$ cat src/rtl/wb_generic_byte_en_sram_bridge.sv
// Wishbone classic slave to single-port synchronous SRAM bridge with per-byte
// write enables, configurable read latency and out-of-range error response.
module wb_generic_byte_en_sram_bridge #(
  parameter int unsigned ADDRESS_WIDTH = 12,
  parameter int unsigned DATA_WIDTH    = 32,
  parameter int unsigned SRAM_DEPTH    = 1024,
  parameter int unsigned READ_LATENCY  = 1
) (
  input  logic                          clk,
  input  logic                          rst,
  input  logic [ADDRESS_WIDTH-1:0]      wb_adr_i,
  input  logic [DATA_WIDTH-1:0]         wb_dat_i,
  output logic [DATA_WIDTH-1:0]         wb_dat_o,
  input  logic [DATA_WIDTH/8-1:0]       wb_sel_i,
  input  logic                          wb_we_i,
  input  logic                          wb_cyc_i,
  input  logic                          wb_stb_i,
  output logic                          wb_ack_o,
  output logic                          wb_err_o,
  output logic [$clog2(SRAM_DEPTH)-1:0] sram_addr,
  output logic                          sram_read_en,
  output logic                          sram_write_en,
  output logic [DATA_WIDTH/8-1:0]       sram_byte_en,
  output logic [DATA_WIDTH-1:0]         sram_write_data,
  input  logic [DATA_WIDTH-1:0]         sram_read_data
);

  localparam int unsigned BW  = DATA_WIDTH / 8;
  localparam int unsigned OFS = $clog2(BW);
  localparam int unsigned IW  = ADDRESS_WIDTH - OFS;
  localparam int unsigned SAW = $clog2(SRAM_DEPTH);

  typedef enum logic [1:0] {
    IDLE,
    ACCESS,
    RD_WAIT,
    RESP
  } state_t;

  state_t state, next_state;

  logic [IW-1:0]         idx;
  logic                  in_range;
  logic                  req;
  logic                  rd_done;
  logic                  access;
  logic [SAW-1:0]        addr_q;
  logic [DATA_WIDTH-1:0] wdata_q;
  logic [BW-1:0]         sel_q;
  logic                  we_q;
  logic                  err_q;
  logic                  abort_q;
  logic [2:0]            cnt_q;
  logic [DATA_WIDTH-1:0] dat_q;

  assign idx      = wb_adr_i[ADDRESS_WIDTH-1:OFS];
  assign in_range = 32'(idx) < SRAM_DEPTH;
  assign req      = wb_cyc_i & wb_stb_i;
  assign rd_done  = (state == RD_WAIT) && (cnt_q == 3'd0);
  assign wb_dat_o = dat_q;

  if (OFS > 0) begin : g_low_adr
    logic unused_low_adr;
    assign unused_low_adr = ^wb_adr_i[OFS-1:0];
  end

  always_ff @(posedge clk) begin
    if (rst) state <= IDLE;
    else     state <= next_state;
  end

  // Out-of-range requests still pass through ACCESS (with strobes suppressed)
  // so that ERR lands on the same cycle a write ACK would.
  always_comb begin
    next_state = state;
    case (state)
      IDLE:    if (req) next_state = ACCESS;
      ACCESS: begin
        if (we_q || err_q) next_state = wb_cyc_i ? RESP : IDLE;
        else               next_state = RD_WAIT;
      end
      RD_WAIT: if (cnt_q == 3'd0) next_state = (wb_cyc_i && !abort_q) ? RESP : IDLE;
      RESP:    next_state = IDLE;
      default: next_state = IDLE;
    endcase
  end

  always_ff @(posedge clk) begin
    if (rst) begin
      addr_q  <= '0;
      wdata_q <= '0;
      sel_q   <= '0;
      we_q    <= 1'b0;
      err_q   <= 1'b0;
      abort_q <= 1'b0;
      cnt_q   <= '0;
      dat_q   <= '0;
    end else begin
      if (state == IDLE && req) begin
        addr_q  <= idx[SAW-1:0];
        wdata_q <= wb_dat_i;
        sel_q   <= wb_sel_i;
        we_q    <= wb_we_i;
        err_q   <= !in_range;
        abort_q <= 1'b0;
      end
      // An abort lets the issued read drain but suppresses its response.
      if (state == ACCESS || state == RD_WAIT) abort_q <= abort_q | !wb_cyc_i;
      if (state == ACCESS)                      cnt_q <= 3'(READ_LATENCY - 1);
      else if (state == RD_WAIT && cnt_q != 0)  cnt_q <= cnt_q - 3'd1;
      if (rd_done) dat_q <= sram_read_data;
    end
  end

  always_comb begin
    access          = (state == ACCESS) && !err_q;
    sram_read_en    = access && !we_q;
    sram_write_en   = access && we_q;
    sram_addr       = access ? addr_q : '0;
    sram_byte_en    = access ? sel_q : '0;
    sram_write_data = (access && we_q) ? wdata_q : '0;
    wb_ack_o        = (state == RESP) && !err_q && wb_cyc_i;
    wb_err_o        = (state == RESP) && err_q && wb_cyc_i;
  end

endmodule

$ cat config.mk
export PLATFORM = sky130hd
export DESIGN_NAME = wb_generic_byte_en_sram_bridge
export DESIGN_NICKNAME = d
export VERILOG_FILES = /design/src/rtl/wb_generic_byte_en_sram_bridge.sv
export SDC_FILE = /design/constraint.sdc
export NUM_CORES = 1
export LEC_CHECK = 0
export ABC_AREA = 1
export BUFFER_PORTS_ARGS = -buffer_cell sky130_fd_sc_hd__buf_2
export CAP_MARGIN = 10
export CORE_MARGIN = 2
export CORE_UTILIZATION = 49
export DETAILED_ROUTE_END_ITERATION = 6
export PLACE_DENSITY = 0.84
export RECOVER_POWER = 50
export SETUP_SLACK_MARGIN = 0.4
export SLEW_MARGIN = 20
export SYNTH_ARGS = -nofsm -noshare
export SYNTH_HDL_FRONTEND = slang
export SYNTH_SLANG_ARGS = --single-unit
export TNS_END_PERCENT = 5
$ cat constraint.sdc
create_clock -name clk -period 3.7 [get_ports clk]
set_clock_uncertainty 0.1 [all_clocks]
set_input_delay 0.37 -clock clk [delete_from_list [all_inputs] [get_ports clk]]
set_output_delay 0.37 -clock clk [all_outputs]
set_load 0.02 [all_outputs]
=== Yosys cells after proc, flatten, opt, wreduce, memory -nomap -nowiden ===
Index checks and enable logic that the tools add are counted.

* Input bits: 85
* Register bits: 85

* Muxes and demuxes: 11
* Reduce and logical (&&, ||, !) cells: 17
* Add/subtract/negate cells: 1
* Bitwise logic cells: 2
* Eq/ne operators: 5

{| class="wikitable"
|+ Operator list
! kind !! count
|-
| 32-bit 2-to-1 mux || 1
|-
| 10-bit 2-to-1 mux || 1
|-
| 2-bit 2-to-1 mux || 5
|-
| 2-bit one-hot mux with 4 select lines || 1
|-
| 1-bit logical AND || 7
|-
| 2-bit == test, second input constant || 2
|-
| 4-bit 2-to-1 mux || 1
|-
| 1-bit logical NOT || 3
|-
| 3-bit logical NOT || 1
|-
| 3-bit nonzero test || 1
|-
| 3-bit by 1-bit subtractor with 3-bit output, second input constant || 1
|-
| 2-bit by 1-bit == test with 1-bit output, second input constant || 1
|-
| 2-bit logical NOT || 1
|-
| 1-bit 2-to-1 mux || 2
|-
| 2-bit by 1-bit inequality test with 1-bit output, second input constant || 1
|-
| 2-bit inequality test, second input constant || 1
|-
| 2-bit AND reduction || 1
|-
| 2-bit nonzero test || 1
|-
| 2-bit OR reduction || 1
|-
| 1-bit bitwise AND || 1
|-
| 1-bit logical OR || 1
|-
| 1-bit OR || 1
|}

=== Logic depth before layout (Yosys ltp) ===
* Depth in word-level cells: 5
* Gate-level depth with buffers: 8
* Mapped depth without buffers: 8

=== Worst setup path before layout ===
Ideal clock, no wire load.

* Path kind: register to output
* Start: register state[1]
* End: output port sram_write_data[22]
* Required time: 3.230 ns
* Cell stages (with the launch flop): 7
* Path slack: 1.935 ns
* Arrival: 1.295 ns
* Path through: dfxtp_1 -> inv_1 -> ha_1 -> buf_2 -> nand2_1 -> buf_2 -> nor2_1

* Longest elaborated chain between the ends: 3

{| class="wikitable"
|+ RTL lines
! item !! line !! source
|-
| start, declared || 40 || <nowiki>state_t state, next_state;</nowiki>
|-
| start signal, assigned || 69 || <nowiki>else state <= next_state;</nowiki>
|-
| 2-bit by 1-bit == test with 1-bit output || 116 || <nowiki>access = (state == ACCESS) && !err_q;</nowiki>
|-
| 1-bit logical AND || 121 || <nowiki>sram_write_data = (access && we_q) ? wdata_q : '0;</nowiki>
|-
| 32-bit 2-to-1 mux || 121 ||
|-
| end, declared || 24 || <nowiki>output logic [DATA_WIDTH-1:0] sram_write_data,</nowiki>
|}

Every way passes these cells.

=== Final worst setup path ===
* Start: register state[0]
* End: register dat_q[18] (netlist: wb_dat_o[18])

* Longest elaborated chain between the ends: 2

{| class="wikitable"
|+ RTL lines
! item !! line !! source
|-
| 2-bit == test || 59 || <nowiki>assign rd_done = (state == RD_WAIT) && (cnt_q == 3'd0);</nowiki>
|-
| 1-bit logical AND || 59 ||
|-
| end signal, assigned || 111 || <nowiki>if (rd_done) dat_q <= sram_read_data;</nowiki>
|-
| end, declared || 54 || <nowiki>logic [DATA_WIDTH-1:0] dat_q;</nowiki>
|}

Every way passes these cells.
A chain may end at the register's enable or synchronous reset.

==> metrics.csv <==
stage,metric,value,unit
sta,timing.final.setup_violations,0,
power,power_frac_clock,35.1,%
worst_setup_path,cpMostUsedCell,inv_1,
grt,grt_overflow,0,
cts,cts_setup_buffers,0,
synthesis,ys_types,20,
cts,cts_resized,0,
layout,layout.nets,713,
worst_setup_path,start_kind,flip-flop,
cts,holdBufCountCts,0,
sta,final.min_clock_period,2.72,ns
power,powerDensity,435,nW/um2
synthesis,postSynthRegisterBits,85,
grt,grt_usage,21.2,%
detailed_routing,drc_violation_count_after_routing,0,
placed_design,io_port_bufs,163,
worst_setup_path,sort_of_element_at_the_end_of_the_critical_path,flip-flop,
grt,grt_first_pass_wirelength,12.8,mm
die,die_h,88.0,um
worst_setup_path,critical-path-max-stage-delay,0.93,ns
worst_hold_path,holdCritPathClass,in2reg,
grt,grt_util_met1,23.2,%
placed_design,dpl-instance-area,4270,um2
synthesis,syn-instance-count,474,
placed_design,hpwlAfterDp,6.02,mm
die,design.die.area,7740,um2
detailed_routing,drt-total-wl,8.59,mm
sta,layout_worst_path_cycle_share,73.4,%
power,worst_ir_drop_vdd,0.271,mV
sta,clock.fmax,0.368,GHz
sta,totalNegativeSetupSlack,0,ns
cts,clockRootBuffer,clkbuf_8,
cts,htree_num_levels,3,
layout,antenna_cells,0,
detailed_routing,ant_nets,0,
cts,tritoncts_num_sinks,85,
cts,cts_tree,done,
grt,use_met3,7.07,%
placed_design,place.gp.congestion,0.765,
layout,syn_to_final_growth,27.7,%
worst_setup_path,critical-path-slowest-cell,inv_1,
synthesis,synth_nets,567,
detailed_routing,viasPerCell,4.74,
synthesis,syn_area,3460,um2
layout,n_fill_cell,649,
sta,actual_transition_at_the_worst_max_transition_pin,0.938,ns
cts,tritoncts_buffer_count,9,
grt,grt_max_degree,57,
cts,clk_pin_slew,0.09,ns
synthesis,synth_sequential_area_ratio,49.2,%
worst_setup_path,path_max_fanout,33,
detailed_routing,num_vias,3418,
power,total_switching_power,0.528,mW
grt,met2_usage,37.5,%
die,design.portCount,167,
layout,final_cell_area,4410,um2
worst_setup_path,critical_path_class,reg2reg,
cts,cts.path.max_buffers,2,
sta,final_max_slew_viol_count,0,
sta,final_hold_vios,0,
die,die_x,88.0,um
die,core_region,6790,um2
sta,timing.slew.headroom,37.4,%
outcome,status,completed,
worst_setup_path,required,3.87,ns
worst_hold_path,hold_depth,3,
worst_setup_path,worstPathCellList,"inv_1, ha_1, nand3_2, inv_1, nand2_1, a21oi_1",
detailed_routing,wire_per_inst,11.9,um
cts,worst_skew_pair.late_latency,0.34,ns
detailed_routing,drt_iter0_drc,88,
grt,globalRoute.busiestLayer,met2,
power,share_of_total_power_in_sequential_cells,51.3,%
grt,antenna_found_initial,0,
power,power_frac_comb,13.6,%
grt,number_of_global_route_vias_before_repair,2980,
synthesis,postSynthAreaPerCell,7.29,um2
synthesis,yosysWarningCount,0,
run,drv_cap,0,
layout,layout-drive-gt1-share,22.2,%
die,initial_core_util,50.9,%
power,power.static_leakage,1.97,nW
detailed_routing,dr.pass1.iters,4,
die,rows,30,
worst_setup_path,worst-r2r-cell-count,6,
power,p_int,1.39,mW
power,switching_share,27.5,%
worst_setup_path,worst-endpoint-arrival,2.89,ns
sta,rsz0062_at_grt,no,
[final cells by class]
class | count | area, um2 | share of cell area, %
sequential | 85 | 1700 | 38.5
multi-input combinational | 295 | 1370 | 30.9
timing repair buffer | 167 | 786 | 17.8
inverter | 62 | 233 | 5.27
clock buffer | 10 | 138 | 3.12
tap | 96 | 120 | 2.72
clock inverter | 6 | 71.3 | 1.62
[worst max-delay path, delay by kind of cell, from the launching register on]
kind	cells	cell delay (ns)
flip-flops	1	0.37
buffers and inverters	2	1.05
adder cells (fa/ha/maj)	1	0.28
AO/OA/AOI/OAI	1	0.17
AND/OR/NAND/NOR	2	0.67
[path summary, 6_finish.rpt]
check	start	end	slack [ns]
worst max-delay path	state[0]	wb_dat_o[18]	0.98
worst max register to register	state[0]	wb_dat_o[18]	0.98
worst min-delay path	sram_read_data[8]	wb_dat_o[8]	0.16
worst min register to register	wdata_q[20]	wdata_q[20]	0.36
[synthesized netlist by cell type, drive strengths merged]
cell / instances / area (um2)
a211oi: 1 / 7.51
a21oi: 84 / 420
buf: 21 / 115
clkbuf: 11 / 41.3
clkinv: 1 / 3.75
conb: 1 / 3.75
dfxtp: 85 / 1700
ha: 8 / 100
inv: 61 / 229
nand2: 107 / 404
nand3: 19 / 100
nor2: 38 / 143
nor3: 1 / 5.00
o21ai: 35 / 175
or2: 1 / 6.26
[power groups by stage]
stage | registers (mW) | clock network, mW | logic [mW]
after floorplan | 1.01 | 0 | 0.168
after global placement | 1.00 | 0 | 0.255
after detailed placement | 1.01 | 0 | 0.265
after CTS | 0.986 | 0.692 | 0.266
after global routing | 0.991 | 0.729 | 0.293
final | 0.986 | 0.674 | 0.260
[routing by layer]
metal	vias to the layer above	routed length (um)
li1	1770	-
met1	1496	3590
met2	143	4070
met3	9	825
met4	0	106
met5	-	0
[placed cells by master (no fill, tap or decap)]
cell type,instances
clkinv_1,1
clkbuf_1,48
buf_2,115
nand3_1,18
o21ai_0,10
inv_1,59
ha_1,8
or2_1,1
clkbuf_8,10
nand2_2,1
bufinv_16,1
inv_6,1
nor2_1,38
dfxtp_1,85
a211oi_1,1
inv_2,2
nand3_2,1
conb_1,1
a21oi_1,84
clkinvlp_4,2
o21ai_1,25
nand2_1,106
nor3_1,1
clkinv_4,2
buf_4,4
[metrics by stage]
step           total power [mW]  instances  utilization (%)  worst slack (ns)  hold slack [ns]
2_1_floorplan              1.18        474                -              1.94            0.331
3_3_place_gp               1.26        705             62.8              1.14            0.340
3_5_place_dp               1.27        705             62.8              1.03            0.346
4_1_cts                    1.94        721             65.9              1.03            0.142
5_1_grt                    2.01        721             65.0             0.627            0.147
6_report                   1.92        721             65.0             0.985            0.156
[cells by family (layout without fill, tap and decap cells)]
kind of cell	Yosys count	in the layout	share of synthesized area, %
AND/OR/NAND/NOR	166	166	19.0
AO/OA/AOI/OAI	120	120	17.5
buffers and inverters	94	245	11.3
flip-flops	85	85	49.2
adder cells (fa/ha/maj)	8	8	2.90
other	1	1	0.109
[state kept, by name, indices dropped and copies added (netlist names)]
name      cells
abort_q       1
addr_q       10
cnt_q         3
sel_q         4
state         2
wb_dat_o     32
wdata_q      32
we_q          1
Power figures use the tool's default switching activity.
